## src/rtl/fp_add_arbiter.sv

```systemverilog
// fp_add_arbiter
//   Shares one fixed-latency pipelined FP32 adder among N_REQ requesters.
//   At most one operand pair is issued per cycle, in round-robin order. Each
//   issue carries its requester id down a tag pipe that runs alongside the
//   adder, so each result is returned to the requester that owns it.
//   A halt/drain handshake lets upstream control quiesce the adder.
//
// Ports
//   clk, reset        rising-edge clock, asynchronous active-high reset
//   req_valid/ready   per-requester handshake; ready is combinational
//   req_a, req_b      packed operands, requester i on bits [32i+31:32i]
//   add_a, add_b      operands to the shared adder (zero when nothing issues)
//   add_result        adder output, ADDER_LAT cycles after add_a/add_b
//   rsp_valid         registered one-hot response strobe (single-cycle pulse)
//   rsp_data          registered result; holds its value between responses
//   halt_req          stop issuing and drain the adder
//   halted            registered; adder empty and issue blocked
//   busy              something is in the adder or a response is pending
module fp_add_arbiter #(
  parameter int N_REQ     = 4,
  parameter int ADDER_LAT = 4
) (
  input  logic                 clk,
  input  logic                 reset,
  input  logic [N_REQ-1:0]     req_valid,
  output logic [N_REQ-1:0]     req_ready,
  input  logic [32*N_REQ-1:0]  req_a,
  input  logic [32*N_REQ-1:0]  req_b,
  output logic [31:0]          add_a,
  output logic [31:0]          add_b,
  input  logic [31:0]          add_result,
  output logic [N_REQ-1:0]     rsp_valid,
  output logic [31:0]          rsp_data,
  input  logic                 halt_req,
  output logic                 halted,
  output logic                 busy
);

  localparam int ID_W = (N_REQ > 2) ? $clog2(N_REQ) : 1;
  localparam int TAIL = ADDER_LAT - 1;

  typedef enum logic [1:0] {
    S_RUN,
    S_DRAIN,
    S_HALTED
  } state_t;

  state_t               state;
  state_t               state_next;
  logic [ID_W-1:0]      rr;
  logic [ADDER_LAT-1:0] pipe_vld;
  logic [ID_W-1:0]      pipe_id [ADDER_LAT];

  logic                 issue_en;
  logic                 grant_found;
  logic [ID_W-1:0]      grant_id;
  logic [N_REQ-1:0]     grant_oh;
  logic                 handshake;
  logic [N_REQ-1:0]     tail_oh;
  logic                 drained;

  // ---------------------------------------------------------------------
  // Round-robin search: first the requesters above the last grant, then
  // wrap around to those at or below it. The last grant is therefore the
  // lowest priority on the following cycle.
  // ---------------------------------------------------------------------
  always_comb begin
    // NOTE: every output of a combinational block gets a default first so
    // that no path leaves it unassigned and no latch is inferred.
    grant_found = 1'b0;
    grant_id    = '0;
    grant_oh    = '0;
    for (int i = 0; i < N_REQ; i++) begin
      if (!grant_found && req_valid[i] && (i > int'(rr))) begin
        grant_found = 1'b1;
        grant_id    = ID_W'(i);
        grant_oh[i] = 1'b1;
      end
    end
    for (int i = 0; i < N_REQ; i++) begin
      if (!grant_found && req_valid[i] && (i <= int'(rr))) begin
        grant_found = 1'b1;
        grant_id    = ID_W'(i);
        grant_oh[i] = 1'b1;
      end
    end
  end

  assign req_ready = issue_en ? grant_oh : '0;
  assign handshake = issue_en & grant_found;

  // Operand mux; idle cycles feed zeros so the adder input is deterministic.
  always_comb begin
    add_a = '0;
    add_b = '0;
    for (int i = 0; i < N_REQ; i++) begin
      if (issue_en && grant_oh[i]) begin
        add_a = req_a[32*i +: 32];
        add_b = req_b[32*i +: 32];
      end
    end
  end

  // ---------------------------------------------------------------------
  // Control FSM. Issue is blocked combinationally in the very cycle
  // halt_req is first seen, before the state register has moved.
  // ---------------------------------------------------------------------
  assign drained = ~|pipe_vld && ~|rsp_valid;
  assign busy    = ~drained;

  always_comb begin
    state_next = state;
    issue_en   = 1'b0;
    case (state)
      S_RUN: begin
        issue_en = ~halt_req;
        if (halt_req) state_next = S_DRAIN;
      end
      // A halt_req drop here is ignored: the drain always completes.
      S_DRAIN: begin
        if (drained) state_next = S_HALTED;
      end
      S_HALTED: begin
        if (!halt_req) state_next = S_RUN;
      end
      default: state_next = S_RUN;
    endcase
  end

  always_ff @(posedge clk or posedge reset) begin
    // NOTE: state registers use non-blocking assignments so every flop
    // samples the pre-edge values, independent of block ordering.
    if (reset) begin
      state  <= S_RUN;
      halted <= 1'b0;
      rr     <= ID_W'(N_REQ - 1);
    end else begin
      state  <= state_next;
      halted <= (state_next == S_HALTED);
      if (handshake) rr <= grant_id;
    end
  end

  // ---------------------------------------------------------------------
  // Tag pipe: one {valid, id} slot per adder stage. The tail lines up with
  // add_result. Clearing the valid bits on reset discards whatever the
  // adder still holds.
  // ---------------------------------------------------------------------
  always_ff @(posedge clk or posedge reset) begin
    if (reset) begin
      pipe_vld <= '0;
    end else begin
      pipe_vld[0] <= handshake;
      for (int k = 1; k < ADDER_LAT; k++) pipe_vld[k] <= pipe_vld[k-1];
    end
  end

  // NOTE: the id slots are not reset; they are only ever read when the
  // matching valid bit is set, and that bit is reset.
  always_ff @(posedge clk) begin
    pipe_id[0] <= grant_id;
    for (int k = 1; k < ADDER_LAT; k++) pipe_id[k] <= pipe_id[k-1];
  end

  always_comb begin
    tail_oh = '0;
    for (int i = 0; i < N_REQ; i++) tail_oh[i] = (pipe_id[TAIL] == ID_W'(i));
  end

  // Response register: one-cycle pulse, data held between responses.
  always_ff @(posedge clk or posedge reset) begin
    if (reset) begin
      rsp_valid <= '0;
      rsp_data  <= '0;
    end else if (pipe_vld[TAIL]) begin
      rsp_valid <= tail_oh;
      rsp_data  <= add_result;
    end else begin
      rsp_valid <= '0;
    end
  end

endmodule

```

## config.mk

```make
export PLATFORM = sky130hd
export DESIGN_NAME = fp_add_arbiter
export DESIGN_NICKNAME = d
export VERILOG_FILES = /design/src/rtl/fp_add_arbiter.sv
export SDC_FILE = /design/constraint.sdc
export NUM_CORES = 1
export LEC_CHECK = 0
export ABC_AREA = 1
export CAP_MARGIN = 20
export CELL_PAD_IN_SITES_DETAIL_PLACEMENT = 0
export CELL_PAD_IN_SITES_GLOBAL_PLACEMENT = 1
export CORE_MARGIN = 10
export CORE_UTILIZATION = 19
export DETAILED_ROUTE_END_ITERATION = 6
export HOLD_SLACK_MARGIN = 0.08
export PLACE_DENSITY_LB_ADDON = 0.05
export SLEW_MARGIN = 30
export SYNTH_ARGS = -nofsm -noshare
export SYNTH_HDL_FRONTEND = slang
export SYNTH_SLANG_ARGS = --single-unit
```

## constraint.sdc

```tcl
create_clock -name clk -period 1.8 [get_ports clk]
set_clock_uncertainty 0.1 [all_clocks]
set_input_delay 0.36 -clock clk [delete_from_list [all_inputs] [get_ports clk]]
set_output_delay 0.36 -clock clk [all_outputs]
set_load 0.005 [all_outputs]
```

==> run_results.csv, run 1 <==
group,metric,value,unit
clock_network,cts_buffers,5,
detailed_routing,dr.pass1.iters,4,
setup_path,cp_data_required_time,1340,ps
power_and_ir_drop,leakage,5.19,nW
power_and_ir_drop,p_switching,4.44,mW
detailed_routing,drc,0,
layout,layout-drive-gt1-share,35.1,%
grt,antenna_found_initial,4,
setup_path,path_max_fanout,7,
power_and_ir_drop,power,11.2,mW
setup_path,ff2ff_path_depth,11,
die,start_util,19.3,%
detailed_routing,first_iter_violations,276,
power_and_ir_drop,clockPowerShare,9.6,%
grt,grtUsageTotal,16.5,%
flow_run,drv_cap,0,
synthesis,avgSynthCellArea,6.78,µm²
detailed_routing,ant_nets,0,
synthesis,ys_warn_count,0,
power_and_ir_drop,internal_power,6.74,mW
clock_network,postCtsHoldBufs,0,
setup_path,critPathArrivalTime,2240,ps
synthesis,syn_inst,715,
detailed_routing,routed-via-count,6466,
power_and_ir_drop,vdd_drop_max,0.541,mV
synthesis,syn_area,4840,µm²
clock_network,cts_htree_levels,2,
power_and_ir_drop,combPwrFrac,72.4,%
hold_path,hold_class,"reg2reg",
setup_path,end_kind,"output pin",
die,die_y,180,µm
synthesis,synth_seq_area_share,26.6,%
timing,report.final.slew_viol_count,0,
detailed_routing,via_per_inst,4.22,
power_and_ir_drop,cellPowerDensity,997,nW/µm²
die,die_w,180,µm
placed_design,dp_hpwl,21.6,mm
detailed_routing,wl_per_cell,19.7,µm
die,fp.dieArea,32300,µm²
timing,finalSetupViolations,72,
placed_design,place_congestion,0.827,
timing,period_share,150,%
timing,max_freq,0.370,GHz
detailed_routing,wl,30.2,mm
timing,slew-limit-headroom,75.5,%
synthesis,synth_cell_type_count,25,
layout,finalNetCount,1492,
outcome,status,"finished with violations",
power_and_ir_drop,switching_share,39.7,%
timing,rsz0062_at_grt,"true",
timing,period_needed,2700,ps
die,row_count,58,
hold_path,min_path_cells,0,
clock_network,cts-root-buf,"clkbuf_16",
timing,setup_slack,-900,ps
timing,worst_pin_slew,368,ps
grt,grt_max_degree,41,
power_and_ir_drop,p_seq_share,18.0,%
timing,hold_violations,0,
die,io_pins,401,
clock_network,cts_buffer_depth,2,
synthesis,syn_nets,1010,
clock_network,cts_tree,"yes",
die,core_area,25100,µm²
grt,grt.overflow.total,0,
clock_network,clkTransAtPathRegs,60,ps
timing,tns,-55590,ps
outcome,violations,"setup timing",
synthesis,ys_seq_elements,53,
layout,syn2layout_area_growth,131,%
grt,grt_pass1_vias,6693,
placed_design,portBuffers,400,
setup_path,start_kind,"register",
clock_network,clk_latency,290,ps
clock_network,clock-sinks,53,
setup_path,critPathKind,"reg2out",
grt,grt_first_pass_wirelength,41.7,mm
-- Yosys cell counts, drive strengths merged --
library cell | n | area share (%)
dfxtp | 8 | 3.3
nor3 | 5 | 0.62
inv | 78 | 6.0
dfstp | 2 | 1.1
clkbuf | 18 | 1.4
a21oi | 2 | 0.21
clkinv | 1 | 0.077
nor2 | 9 | 0.75
dfrtp | 43 | 22
nand3 | 259 | 37
o21ai | 4 | 0.41
buf | 36 | 6.6
nand4 | 4 | 0.65
nor4 | 1 | 0.13
nand2 | 245 | 19
-- timing repair --
action | 4_1_cts | 5_1_grt
buffers inserted | 27 | 40
gates resized for setup | 253 | 215
cloned | 10 | 11
endpoints found under the setup margin | 72 | 74
pin swaps | 12 | 48
-- final cells by class --
cell class                      count  area, µm²
Sequential cell                    53       1290
Antenna cell                        3       7.51
Timing Repair Buffer              528       5540
Fill cell                        2581      13900
Inverter                           79        309
Tap cell                          330        413
Clock buffer                        5        125
Clock inverter                      3       41.3
Multi-Input combinational cell    530       3470
-- registers in the layout (all words and copies together), names as in the netlist --
signal and cells:
state 2, pipe_id 8, halted 1, rr 2, rsp_data 32, rsp_valid 4, pipe_vld 4
-- layout by cell type, fill, tap and decap left out, drive strengths merged --
master / n
clkinv: 2
dfxtp: 8
buf: 178
dfrtp: 43
clkdlybuf4s50: 331
nor3: 5
clkbuf: 24
a21oi: 2
diode: 3
bufinv: 1
o21ai: 4
nand3: 259
nand2: 246
inv: 78
clkinvlp: 1
nor4: 1
dfstp: 2
nand4: 4
nor2: 9
-- path summary, 6_finish.rpt --
check | start | endpoint | slack [ps]
hold reg to reg | pipe_id[1][1] | pipe_id[2][1] | 230
setup / recovery | rr[1] | add_a[1] | -900
hold / removal | pipe_id[1][1] | pipe_id[2][1] | 230
max in group asynchronous | reset | rsp_data[18] | 900
setup reg to reg | rr[1] | rr[1] | -160
min in group asynchronous | reset | rsp_data[11] | 250
-- routing by layer --
layer	vias to the layer above	routed length [µm]	GRT usage, %
li1	3275	-	-
met1	2946	11500	17.3
met2	226	16000	30.9
met3	17	2340	5.90
met4	2	324	3.08
met5	-	9	0
-- power groups by stage --
| stage | registers (mW) | clock network (mW) | logic (mW) |
|---|---|---|---|
| 6_report | 2.01 | 1.07 | 8.09 |
| 5_1_grt | 2.08 | 1.15 | 8.74 |
| 4_1_cts | 2.01 | 1.11 | 7.11 |
| 3_5_place_dp | 2.02 | 0 | 6.24 |
| 3_3_place_gp | 2.01 | 0 | 6.29 |
| 2_1_floorplan | 2.03 | 0 | 2.75 |
-- stage by stage --
stage | worst slack, ps | util [%] | std cells | hold WS (ps) | area (µm²)
detailed placement | -1150 | 37.8 | 1442 | 212 | 9480
global route | -1050 | 44.6 | 1531 | 231 | 11200
finish | -900 | 44.6 | 1531 | 227 | 11200
CTS | -1140 | 41.0 | 1486 | 228 | 10300
global placement | -1140 | 37.8 | 1442 | 210 | 9480
floorplan | -136 | - | 715 | 210 | 4880
-- critical path, cell delays in order (launching register included) --
cell     delay [ps]
dfstp_2         590
nor2_2           50
nand2_2         110
nand3_4         120
nor2_4          180
nand4_4         140
nand2_8         150
buf_12          130
buf_8           120
buf_6           110
nand3_2          60
nand3_2          80
buf_6           100
-- logic make-up after synthesis --
kind of cell	count (synthesis)	synth area share [%]
compound gates	6	0.620
flops	53	26.6
simple gates	523	58.6
buf+inv	133	14.2
Power figures use the tool's default switching activity.
==> run 2, diff against run 1 <==
--- a/config.mk
+++ b/config.mk
@@ -9,8 +9,8 @@
 export CAP_MARGIN = 20
 export CELL_PAD_IN_SITES_DETAIL_PLACEMENT = 0
 export CELL_PAD_IN_SITES_GLOBAL_PLACEMENT = 1
-export CORE_MARGIN = 10
-export CORE_UTILIZATION = 19
+export CORE_MARGIN = 5
+export CORE_UTILIZATION = 23
 export DETAILED_ROUTE_END_ITERATION = 6
 export HOLD_SLACK_MARGIN = 0.08
 export PLACE_DENSITY_LB_ADDON = 0.05
==> constraint.sdc (replaced) <==
create_clock -name clk -period 3.3 [get_ports clk]
set_clock_uncertainty 0.1 [all_clocks]
set_input_delay 0.66 -clock clk [delete_from_list [all_inputs] [get_ports clk]]
set_output_delay 0.66 -clock clk [all_outputs]
set_load 0.005 [all_outputs]
==> run 2 against run 1 <==
Effect of this change: the flow now finishes without violations; sequential cell count unchanged; sequential share of layout area increased by 1.1 points; global-route usage increased by 1.7 points; total power decreased by 53%.
==> run_results.csv, run 2 (synthesis gave the netlist of run 1 again) <==
group,metric,value,unit
timing,report.final.slew_viol_count,0,
detailed_routing,routed-via-count,6279,
timing,setup_slack,91.5,ps
outcome,status,"finished clean",
timing,period_share,97.2,%
grt,antenna_found_initial,1,
setup_path,cp_common_cell,"buf_4",
layout,final_common_cell,"clkdlybuf4s50_1",
clock_network,clock-sinks,53,
clock_network,cts_tree,"yes",
power_and_ir_drop,clockPowerShare,9.4,%
power_and_ir_drop,p_switching,1.98,mW
power_and_ir_drop,vdd_drop_max,0.224,mV
timing,whs,225,ps
layout,final_area,10200,µm²
setup_path,cp_num_cells,13,
hold_path,min_path_cells,0,
clock_network,cts_buffer_depth,2,
timing,period_needed,3210,ps
setup_path,critPathArrivalTime,2450,ps
power_and_ir_drop,cellPowerDensity,510,nW/µm²
setup_path,critPathMaxStageDelay,290,ps
power_and_ir_drop,p_seq_share,21.0,%
die,row_count,53,
detailed_routing,wl,23.7,mm
setup_path,critPathKind,"in2out",
timing,worst_pin_slew,372,ps
placed_design,dp_hpwl,18.6,mm
grt,grt.overflow.total,0,
setup_path,start_kind,"input pin",
placed_design,place_area,9440,µm²
detailed_routing,ant_nets,0,
hold_path,hold_class,"reg2reg",
setup_path,slowest_stage,"dlygate4sd2_1",
clock_network,cts_htree_levels,2,
layout,largest_reg_flops,32,
clock_network,clk_latency,280,ps
timing,hold_violations,0,
die,die_w,155,µm
layout,n_fill_cell,2108,
die,io_pins,401,
timing,slew-limit-headroom,74.9,%
grt,grt_pass1_vias,6240,
layout,layout-drive-gt1-share,20.4,%
detailed_routing,dr.pass1.iters,5,
detailed_routing,drc,0,
detailed_routing,first_iter_violations,183,
grt,grtUsageTotal,18.2,%
die,die_y,155,µm
layout,reg_top3,"rsp_data: 32 flops, pipe_id: 8 flops",
grt,grt_max_degree,49,
die,fp.dieArea,24100,µm²
power_and_ir_drop,leakage,5.06,nW
setup_path,crit_chain,"dlygate4sd2_1, nand2_2, buf_4, buf_4, buf_4, nand4_1, nand2_4, buf_4, buf_4, buf_12, nand3_1, nand3_1, dlygate4sd2_1",
power_and_ir_drop,power,5.20,mW
grt,grt_first_pass_wirelength,34.8,mm
clock_network,clkTransAtPathRegs,60,ps
detailed_routing,wl_per_cell,16.4,µm
clock_network,cts-root-buf,"clkbuf_16",
power_and_ir_drop,internal_power,3.22,mW
layout,syn2layout_area_growth,111,%
setup_path,path_max_fanout,14,
die,start_util,23.2,%
setup_path,crit_family,"buffers and inverters",
placed_design,pre_cts_ws,-302,ps
detailed_routing,via_per_inst,4.34,
power_and_ir_drop,switching_share,38.0,%
power_and_ir_drop,combPwrFrac,69.6,%
placed_design,portBuffers,400,
setup_path,crit_buf_inv,8,
clock_network,postCtsHoldBufs,0,
layout,regMostFlops,"rsp_data",
die,core_area,20900,µm²
placed_design,place_congestion,0.831,
layout,finalNetCount,1463,
setup_path,end_kind,"output pin",
setup_path,cp_data_required_time,2540,ps
timing,max_freq,0.312,GHz
layout,final_cell_mix,"331 x clkdlybuf4s50_1, 236 x nand2_1, 158 x nand3_1",
clock_network,cts_buffers,5,
flow_run,drv_cap,0,
setup_path,ff2ff_path_depth,10,
timing,finalSetupViolations,0,
timing,tns,0,ps
## run 2: changes by cell type in the layout (fill, tap and decap cells not counted), sizes merged, moves of 4 or more
cell,before,now
dlygate4sd2,0,32
bufbuf,0,5
buf,178,93
clkbuf,24,20
dlymetal6s2s,0,12
clkdlybuf4s15,0,15
## run 2: worst reg2reg max path, cell delays in order (launching register included)
cell and delay, ps:
dfstp_2 560, nor2_1 60, nand2_2 80, buf_4 120, nand4_1 120, nor2_2 180, nand2_1 60, o21ai_0 320
inv_1 140, nand2_1 100, nand2_1 50
## run 2: power by group through the flow
stage | clock (mW) | combinational, mW | sequential [mW]
floorplan | 0 | 1.49 | 1.11
global placement | 0 | 3.34 | 1.10
detailed placement | 0 | 3.33 | 1.10
CTS | 0.508 | 3.53 | 1.09
global route | 0.535 | 3.95 | 1.13
finish | 0.487 | 3.62 | 1.09
## run 2: path summary, 6_finish.rpt
kind	start	to	slack [ps]
worst min register to register	pipe_id[2][0]	pipe_id[3][0]	230
worst max register to register	rr[1]	rr[1]	1360
min in group asynchronous	reset	rsp_data[17]	530
worst max-delay path	req_valid[2]	add_b[0]	90
max in group asynchronous	reset	pipe_vld[0]	2030
worst min-delay path	pipe_id[2][0]	pipe_id[3][0]	230
## run 2: routing by layer
layer  vias up  global-route usage [%]  wire (µm)
li1       3214                       -          -
met1      2821                    19.9       8650
met2       227                    34.1      12500
met3        17                    5.90       2120
met4         0                    3.70        361
met5         -                       0          0
## run 2: layout make-up
class                      count  area [µm²]  area share (%)
multi-input combinational    529        2900            28.4
antenna                        2        5.00          0.0490
sequential                    53        1290            12.6
inverter                      79         309            3.03
tap                          275         344            3.37
clock buffer                   8         136            1.34
timing repair buffer         500        5220            51.1
## run 2: metrics by stage
step / instances / utilization, %
final: 1446 / 48.8
after global routing: 1445 / 48.8
after CTS: 1428 / 47.7
after detailed placement: 1390 / 45.2
after global placement: 1390 / 45.2
after floorplan: 715 / -
## run 2: repair_timing
action,in CTS,in global routing
resized for setup,88,50
buffers inserted,24,14
endpoints found under the setup margin,66,39
cloned,6,2
pin swaps,7,9
endpoints found under the hold margin,0,0
